`src/rtl/fetch_pkg.sv`:
```
// fetch_pkg: shared state encoding, defaults and entry-width helper for the fetch queue
package fetch_pkg;

    typedef enum logic {FQ_RUN, FQ_HALTED} fq_state_e;

    localparam int FQ_INSTR_BYTES = 2;

    function automatic int fq_entry_w(input int addr_w, input int data_w);
        return addr_w + data_w;
    endfunction

endpackage

```
`src/rtl/fetch_fifo.sv`:
```
// fetch_fifo: circular buffer of fetched {pc, instr} entries with synchronous flush
module fetch_fifo #(
    parameter int W = 32,
    parameter int DEPTH = 4,
    localparam int AW = $clog2(DEPTH)
) (
    input  logic         clk,
    input  logic         rst,
    input  logic         push,
    input  logic         pop,
    input  logic         flush,
    input  logic [W-1:0] din,
    output logic [W-1:0] dout,
    output logic [AW:0]  count
);

    logic [W-1:0]  mem [DEPTH];
    logic [AW-1:0] wp;
    logic [AW-1:0] rp;

    always_ff @(posedge clk)
        if (push && !flush) mem[wp] <= din;

    always_ff @(posedge clk or posedge rst)
        if (rst) begin
            wp    <= '0;
            rp    <= '0;
            count <= '0;
        end else if (flush) begin
            wp    <= '0;
            rp    <= '0;
            count <= '0;
        end else begin
            if (push) wp <= wp + AW'(1);
            if (pop) rp <= rp + AW'(1);
            count <= count + (AW+1)'(push) - (AW+1)'(pop);
        end

    assign dout = mem[rp];

endmodule

```
`src/rtl/fetch_queue.sv`:
```
// fetch_queue: in-order instruction fetch with prefetch queue, redirect squash, halt and error flag
module fetch_queue
    import fetch_pkg::*;
#(
    parameter int                ADDR_W      = 16,
    parameter int                DATA_W      = 16,
    parameter int                DEPTH       = 4,
    parameter logic [ADDR_W-1:0] RESET_PC    = '0,
    parameter int                INSTR_BYTES = FQ_INSTR_BYTES
) (
    input  logic              clk,
    input  logic              rst,
    input  logic              halt,
    input  logic              redirect_valid,
    input  logic [ADDR_W-1:0] redirect_pc,
    output logic              imem_req_valid,
    input  logic              imem_req_ready,
    output logic [ADDR_W-1:0] imem_addr,
    input  logic              imem_rsp_valid,
    input  logic [DATA_W-1:0] imem_rsp_data,
    output logic              out_valid,
    input  logic              out_ready,
    output logic [DATA_W-1:0] out_instr,
    output logic [ADDR_W-1:0] out_pc,
    output logic [ADDR_W-1:0] out_pc2,
    output logic              err
);

    localparam int                CW    = $clog2(DEPTH) + 1;
    localparam logic [ADDR_W-1:0] STEP  = ADDR_W'(INSTR_BYTES);
    localparam logic [CW:0]       LIMIT = (CW+1)'(DEPTH);

    typedef logic [fq_entry_w(ADDR_W, DATA_W)-1:0] entry_t;

    fq_state_e         state;
    fq_state_e         state_nxt;
    logic [ADDR_W-1:0] fpc;
    logic [ADDR_W-1:0] rpc;
    logic [CW-1:0]     count;
    logic [CW-1:0]     inflight;
    logic [CW-1:0]     drop;
    logic              accept;
    logic              rsp_drop;
    logic              rsp_keep;
    logic              rsp_bad;
    logic              push;
    logic              pop;
    entry_t            head;

    // Squashed requests are always the oldest, so they are retired before live ones.
    assign rsp_drop = imem_rsp_valid && drop != '0;
    assign rsp_keep = imem_rsp_valid && drop == '0 && inflight != '0;
    assign rsp_bad  = imem_rsp_valid && drop == '0 && inflight == '0;

    assign imem_req_valid = state == FQ_RUN && !redirect_valid &&
                            ({1'b0, count} + {1'b0, inflight} + {1'b0, drop} < LIMIT);
    assign imem_addr      = fpc;
    assign accept         = imem_req_valid && imem_req_ready;

    assign push      = rsp_keep && !redirect_valid;
    assign pop       = out_valid && out_ready && !redirect_valid;
    assign out_valid = count != '0;
    assign out_pc    = head[DATA_W +: ADDR_W];
    assign out_instr = head[DATA_W-1:0];
    assign out_pc2   = out_pc + STEP;

    always_comb
        state_nxt = redirect_valid ? FQ_RUN : (halt ? FQ_HALTED : state);

    always_ff @(posedge clk or posedge rst)
        if (rst) state <= FQ_RUN;
        else state <= state_nxt;

    // Live requests were issued at consecutive PCs, so rpc tracks the PC of the next kept response.
    always_ff @(posedge clk or posedge rst)
        if (rst) begin
            fpc      <= RESET_PC;
            rpc      <= RESET_PC;
            inflight <= '0;
            drop     <= '0;
            err      <= 1'b0;
        end else begin
            err <= err | rsp_bad;
            if (redirect_valid) begin
                fpc      <= redirect_pc;
                rpc      <= redirect_pc;
                inflight <= '0;
                drop     <= drop + inflight - CW'(rsp_drop || rsp_keep);
            end else begin
                if (accept) fpc <= fpc + STEP;
                if (rsp_keep) rpc <= rpc + STEP;
                inflight <= inflight + CW'(accept) - CW'(rsp_keep);
                drop     <= drop - CW'(rsp_drop);
            end
        end

    fetch_fifo #(
        .W     (fq_entry_w(ADDR_W, DATA_W)),
        .DEPTH (DEPTH)
    ) u_fifo (
        .clk   (clk),
        .rst   (rst),
        .push  (push),
        .pop   (pop),
        .flush (redirect_valid),
        .din   ({rpc, imem_rsp_data}),
        .dout  (head),
        .count (count)
    );

endmodule

```
`config.mk`:
```
export PLATFORM = sky130hd
export DESIGN_NAME = fetch_queue
export DESIGN_NICKNAME = d
export VERILOG_FILES = /design/src/rtl/fetch_pkg.sv /design/src/rtl/fetch_fifo.sv /design/src/rtl/fetch_queue.sv
export SDC_FILE = /design/constraint.sdc
export NUM_CORES = 1
export LEC_CHECK = 0
export CAP_MARGIN = 15
export CORE_MARGIN = 4
export CORE_UTILIZATION = 50
export DETAILED_ROUTE_END_ITERATION = 16
export GPL_ROUTABILITY_DRIVEN = 1
export PLACE_DENSITY = 0.74
export RECOVER_POWER = 100
export SYNTH_ARGS = -nofsm -noshare
export SYNTH_HDL_FRONTEND = slang
export SYNTH_SLANG_ARGS = --single-unit
```
`constraint.sdc`:
```
create_clock -name clk -period 4 [get_ports clk]
set_input_delay 1.2 -clock clk [delete_from_list [all_inputs] [get_ports clk]]
set_output_delay 1.2 -clock clk [all_outputs]
set_load 0.1 [all_outputs]
```
==> PnR_summary.wiki <==
{| class="wikitable"
! Metric !! Value
|-
| Max_slew headroom || -31.3%
|-
| Number of synthesized flops with an enable pin || 128
|-
| Via count || 4626
|-
| Clock tree buffer depth || 2
|-
| Worst Reg2Reg Path Length in Cells || 14
|-
| Vertical die dimension || 132 µm
|-
| # fillers || 1032
|-
| Fin cells || 825
|-
| Routed length on met1 || 6680 µm
|-
| Sequential cell area fraction in the yosys report || 65.3%
|-
| Net count after synthesis || 560
|-
| Number of core rows || 45
|-
| Congestion Overflow GR || 0
|-
| Routed length on met2 || 7940 µm
|-
| Power Internal || 3.84 mW
|-
| Synthesized cell area || 7690 µm²
|-
| Endpoint required time on the critical path || 2.80 ns
|-
| RSZ-0062 raised after global routing || true
|-
| Initial core utilization || 50.8%
|-
| Number of setup violations in the final report || 0
|-
| Largest fanout of any net on the critical path || 5
|-
| Tcrit/Tclk final || 97.2%
|-
| Hold buffers post-CTS || 0
|-
| Kind of end point of the critical path || output port
|-
| Number of flip-flops and latches in the synthesized netlist || 175
|-
| Ordered cell list for the critical path || inv_2 -> fa_1 -> or2_2 -> fa_1 -> nor3b_2 -> and2_1 -> buf_12
|-
| Worst Skew || 0.00954 ns
|-
| Net count reported at finish || 687
|-
| Placed wire-length estimate after detailed placement || 11000 µm
|-
| Number of H-tree branching levels || 4
|-
| Levels on crit path || 7
|-
| Net Sw Frac || 40.3%
|-
| Diode count || 0
|-
| Worst-skew pair later-pin latency || 0.42 ns
|-
| Number of slew-limit violations in the final report || 43
|-
| Post-Place Cells || 789
|-
| Bufs and invs on worst path || 2
|-
| Slowest stage cell on the critical path || fa_1
|-
| Gate family responsible for the most delay along the worst path || adder cells
|-
| TritonCTS clock tree || done
|-
| Smallest hold slack || 0.467 ns
|-
| Setup slack of the critical path after layout || 0.112 ns
|-
| Fraction of power consumed by combinational cells || 42.1%
|-
| Number of distinct standard cells referenced by the synthesized netlist || 51
|-
| Number of antenna violations at the first check in global routing || 0
|-
| Fraction of final layout cells sized beyond drive strength 1 || 24.0%
|-
| Async SR Flop Fraction || 26.9%
|-
| Number of top-level design ports || 106
|-
| Path class of the lowest-slack min-delay path || flip-flop to flip-flop
|-
| DRC marker count from the first detailed-route iteration || 304
|-
| Clock power share || 23.8%
|-
| Number of global-route vias before repair || 4795
|-
| Port-buffer cells || 105
|-
| Number of optimization iterations in the first detailed-route pass || 4
|-
| Per-instance average area after synthesis || 15.5 µm²
|-
| Global-route wire length before repair || 26100 µm
|-
| Worst setup slack before clock tree synthesis || 0.254 ns
|-
| TritonCTS Sinks || 175
|-
| Startpoint types || flip-flop
|-
| CP dominant cell by count || fa_1
|-
| Buffer type at the clock tree root || clkbuf_16
|-
| Status || finished, violations left
|-
| Sequential group share of total power || 34.1%
|-
| Wire length per cell || 19.3 µm
|-
| Uppermost metal layer occupied by signal nets || met4
|-
| Core area || 15100 µm²
|-
| Mapped Cells || 497
|-
| Number of cells traversed by the worst hold path || 1
|-
| Worst path max stage delay || 0.48 ns
|-
| Most common cell after layout, fill and taps aside || edfxtp_1
|-
| Setup TNS || 0 ns
|-
| Final estimated routing congestion in global placement || 0.897
|-
| Final Hold Fails || 0
|-
| Worst-path clk slew || 0.07 ns
|-
| Area of the die || 17400 µm²
|-
| Die span in x || 132 µm
|-
| Final routed DRC violation total || 0
|-
| Standby leakage power || 3.68 nW
|-
| Worst supply voltage drop on vdd || 0.395 mV
|-
| Area grow syn2layout || 32.1%
|-
| Max-cap violations || 1
|-
| Peak clock frequency supported by timing || 257 MHz
|-
| Violated checks || max-capacitance violations, max-slew violations
|-
| Avg Vias per Cell || 5.61
|-
| WS Path Type || flip-flop to output port
|-
| Maximum number of pins on one net before global-route repair || 48
|-
| Routed wl met3 || 1070 µm
|-
| Total Routed Length || 15900 µm
|-
| Transition time at the pin with the least slew margin || 1.97 ns
|-
| Overall power of the completed layout || 6.44 mW
|-
| Primary FF master, synth || edfxtp_1
|-
| Total clock buffers created by CTS || 17
|-
| Arrival time of the worst setup path || 2.69 ns
|-
| Time the worst path needs with I/O delays and setup || 3.89 ns
|-
| PwrDens || 634 nW/µm²
|-
| Most frequent cells in the layout || edfxtp_1 (128), buf_12 (48), dfrtp_1 (45), nand2_1 (35)
|-
| Number of warnings issued by yosys || 0
|-
| Overall routing resource usage || 19.1%
|-
| Post-DRT Antenna Nets || 0
|-
| Psw || 2.60 mW
|}
[layer usage]
layer,vias up,GRT usage [%]
met1,2306,26.1
met4,0,4.84
met5,-,0
li1,2115,-
met2,189,30.9
met3,16,5.15
[repair_timing]
| action | CTS | global route |
|---|---|---|
| hold endpoints to repair | 0 | 0 |
| resized for setup | 5 | 5 |
| setup buffers | 1 | 2 |
| endpoints found under the setup margin | 4 | 6 |
| pin swaps | 1 | 1 |
[through the flow]
| stage | instance area [µm²] | util (%) |
|---|---|---|
| 2_1_floorplan | 7870 | - |
| 3_3_place_gp | 9660 | 63.8 |
| 3_5_place_dp | 9660 | 63.8 |
| 4_1_cts | 10200 | 67.6 |
| 5_1_grt | 10200 | 67.1 |
| 6_report | 10200 | 67.1 |
[worst register-to-register path, cell delays in order, from the launching register on]
cell and delay, ns:
dfrtp_2 0.45, inv_2 0.09, fa_1 0.41, or2_2 0.31
fa_1 0.43, nor3b_2 0.16, and3_1 0.20, inv_1 0.39
ha_1 0.34, inv_1 0.06, ha_1 0.13, inv_1 0.05
fa_1 0.37, xnor2_1 0.21, nor2_1 0.07
[final timing paths]
kind / start / end / slack [ns]
setup / recovery: inflight[1] / imem_req_valid / 0.11
hold / removal: err / err / 0.47
setup reg to reg: inflight[1] / inflight[2] / 0.19
hold reg to reg: err / err / 0.47
max in group asynchronous: rst / u_fifo.rp[0] / 0.52
min in group asynchronous: rst / inflight[2] / 1.12
[registers in the layout (all words and copies together) (netlist names)]
| signal | count |
|---|---|
| u_fifo.rp | 2 |
| drop | 3 |
| imem_addr | 16 |
| u_fifo.mem | 128 |
| u_fifo.wp | 2 |
| state | 1 |
| inflight | 3 |
| u_fifo.count | 3 |
| rpc | 16 |
| err | 1 |
[final cells by class]
class / instances / area (µm²) / share of cell area, %
clock buffers: 20 / 437 / 4.30
clock inverters: 12 / 114 / 1.12
inverters: 23 / 86.3 / 0.849
multi-input cells: 282 / 2670 / 26.3
flip-flops and latches: 175 / 5020 / 49.4
well taps: 188 / 235 / 2.31
repair buffers: 125 / 1600 / 15.7
[Yosys cell counts (9+ instances only)]
library cell,n,area share (%)
nand4_1,9,0.73
ha_1,18,2.9
xor2_1,21,2.4
nand3_1,12,0.78
edfxtp_1,128,50
nor2_1,32,1.6
nand2_1,35,1.7
inv_1,22,1.1
dfrtp_1,47,15
a21oi_1,9,0.59
mux4_2,29,8.5
xnor2_1,21,2.4
o21ai_0,21,1.4
[cells by family after synthesis]
logic type	after synthesis	share of synthesized area, %
buffers and inverters	40	2.60
flip-flops	175	65.3
adder cells (fa/ha/maj)	24	4.49
AO/OA/AOI/OAI	46	3.53
XOR/XNOR	42	4.78
AND/OR/NAND/NOR	130	8.72
multiplexers	40	10.6
[power by group through the flow]
| stage | sequential, mW | combinational, mW | clock [mW] |
|---|---|---|---|
| 2_1_floorplan | 2.45 | 1.69 | 0 |
| 3_3_place_gp | 2.22 | 2.71 | 0 |
| 3_5_place_dp | 2.23 | 2.75 | 0 |
| 4_1_cts | 2.19 | 2.76 | 1.57 |
| 5_1_grt | 2.21 | 2.85 | 1.66 |
| 6_report | 2.19 | 2.71 | 1.53 |
(Power assumes the default switching activity.)
==> RTL change, RTL diff (same flow settings) <==
Put one more register stage on the output `err`. The value now appears one clock later. The other outputs are not delayed to match.
--- a/src/rtl/fetch_queue.sv
+++ b/src/rtl/fetch_queue.sv
@@ -31,6 +31,8 @@
     localparam logic [CW:0]       LIMIT = (CW+1)'(DEPTH);
 
     typedef logic [fq_entry_w(ADDR_W, DATA_W)-1:0] entry_t;
+
+    logic err_s0;
 
     fq_state_e         state;
     fq_state_e         state_nxt;
@@ -78,9 +80,9 @@
             rpc      <= RESET_PC;
             inflight <= '0;
             drop     <= '0;
-            err      <= 1'b0;
+            err_s0   <= 1'b0;
         end else begin
-            err <= err | rsp_bad;
+            err_s0 <= err_s0 | rsp_bad;
             if (redirect_valid) begin
                 fpc      <= redirect_pc;
                 rpc      <= redirect_pc;
@@ -108,5 +110,9 @@
         .count (count)
     );
 
+    always_ff @(posedge clk) begin
+        err <= err_s0;
+    end
+
 endmodule
 
Formal check against the unedited RTL: not equivalent (Yosys sat finds a counterexample within 4 cycles, from zero or initial values and one cycle with rst high).
==> RTL change against the unedited design <==
The flow still finishes with violations (capacitance limit, slew limit). Largest cell class unchanged. Count of clock-buffer cells in the layout down 3. Combinational power down 8.9%. Final cell count up 0.12%. Critical path type unchanged. Sequential cell count grew 1. Routed wire length rose by 2.3%. Worst setup slack lost 0.052 ns. Cell area is 3.6% lower. Power fell by 2.7%. Synthesized cell count up 0.20%. Synthesized area is 0.26% higher.
==> RTL change: results (changes against the unedited design) <==
The worst-case hold slack came out at 0.3910 ns (-0.07629 ns). The number of distinct standard cells referenced by the synthesized netlist is 52 (+2.0%). The final-stage net count is 689 (+0.29%). The starting DRC count in detailed routing is 343 (+13%). The overall track demand over capacity in global routing is 19.15% (about the same). The final cell count without fillers was 826 (+0.12%). The number of global-route vias before repair is 4840 (+0.94%). The flow ran to the end, but the final reports show violations. The total detailed-routing wirelength was 16.25 mm (+2.3%). The share of synthesized area occupied by flip-flops and latches is 65.35% (+0.090 points). The layout filler cell count came out at 1052 (+1.9%).

The hold path startpoint is err_s0. The fraction of final layout cells sized beyond drive strength 1 is 23.35% (-0.66 points). The number of max-cap violations is 1 (unchanged). The origin of the worst setup path is u_fifo.rp[0]. The static leakage power came out at 3.582 nW (-2.6%). The mux share of post-synthesis cell area is 10.59% (-0.028 points). The half-perimeter wire length after placement came to 10.82 mm (-1.7%). The count of cells along the worst hold path is 0 (-1). The global placement routability congestion is 0.8952 (-0.18%). The worst setup slack for register-to-register paths came to 0.42 ns (+0.23 ns). The highest ir drop seen on vdd came to 327.1 uV (-17%). The capturing instance or port of the critical path is out_pc2[15]. The slew at the pin with the worst max-slew slack came out at 1.793 ns (-0.1761 ns). The achievable clock frequency is 253.8 MHz (-1.3%). The met3 usage in global routing is 4.771% (-0.38 points). The number of buffers created by CTS was 17 (unchanged). The share of async-settable or async-resettable flops after synthesis came out at 26.70% (-0.15 points).

The largest net degree at the start of global routing came out at 48 (unchanged). The routed via count divided by cell count came out at 5.598 (-0.16%). The cell area after placement came to 9668 um^2 (about the same).

The worst path arrival time was 2.74 ns (+0.05 ns). The synthesized net count is 561 (+0.18%). The global-route track usage on met2 came to 31.53% (+0.63 points). The number of pins exceeding their max-slew limit in the final report is 48 (+12%). The worst setup slack after placement is 0.1581 ns (-0.09574 ns).

The delay contributed by the slowest stage of the critical path was 0.45 ns (-0.03 ns). The clock tree skew after final layout is 0.01225 ns (+0.002719 ns). The largest fanout of any net on the critical path was 4 (-1). The final reports fail on capacitance limit, slew limit. The wire length of the first global-routing pass is 25.92 mm (-0.50%). The xor and xnor area share after synthesis came to 4.770% (-0.012 points). Among all stages on the critical path, the largest delay is contributed by sky130_fd_sc_hd__dfrtp_2. The number of cells in the design after placement came out at 790 (+0.13%). The area share of fa/ha/maj cells after synthesis came out at 4.478% (-0.012 points). The cell family with the largest share of critical-path delay is simple AND/OR/NAND/NOR gates. The met1 layer usage reported by global route is 25.14% (-0.98 points).

Sorting the synthesized cells by area gives the leading types as sky130_fd_sc_hd__edfxtp_1 50%, sky130_fd_sc_hd__dfrtp_1 15%, sky130_fd_sc_hd__mux4_2 8.5%. The path with the worst hold slack has its endpoint at err. The net switching share of the total power was 41.05% (+0.71 points). The mean post-synth cell area was 15.49 um^2 (about the same). The complex-gate fraction of the synthesized area is 3.520% (-0.0092 points).
## RTL change: what timing repair did
item | in CTS | in global routing
hold buffers | 0 | 0
buffers inserted | 1 | 4
gates cloned | 0 | 0
gates resized for setup | 7 | 10
endpoints found under the setup margin | 7 | 6
pin swaps | 1 | 6
endpoints found under the hold margin | 0 | 0
## RTL change: power by group through the flow
stage	Clock [W]	Combinational (W)	Sequential, W
global placement	0	0.00272	0.00224
floorplan	0	0.00169	0.00247
global route	0.00170	0.00260	0.00224
CTS	0.00161	0.00277	0.00221
detailed placement	0	0.00275	0.00225
finish	0.00158	0.00247	0.00222
## RTL change: final cells by class
cell class | instances | area (um^2) | share of cell area, %
Clock inverter | 14 | 142.6 | 1.455
Inverter | 23 | 86.33 | 0.8807
Timing Repair Buffer | 126 | 1176 | 12.00
Clock buffer | 17 | 425.4 | 4.340
Sequential cell | 176 | 5042 | 51.44
Tap cell | 188 | 235.2 | 2.399
Multi-Input combinational cell | 282 | 2695 | 27.49
## RTL change: per-layer routing
metal | vias to the layer above | share of wire [%] | routed length [um]
met2 | 151 | 51 | 8233
met3 | 13 | 4.6 | 755
met5 | - | 0 | 0
li1 | 2117 | - | -
met1 | 2343 | 44 | 7079
met4 | 0 | 1.1 | 184
## RTL change: cells by family (layout without fill, tap and decap cells)
group | Yosys count | in the layout
AOI/OAI and AO/OA | 46 | 46
xor gates and xnor gates | 42 | 42
adders and majority gates | 24 | 24
buffers and inverters | 40 | 180
DFF | 176 | 176
muxes | 40 | 40
and+or+nand+nor | 130 | 130
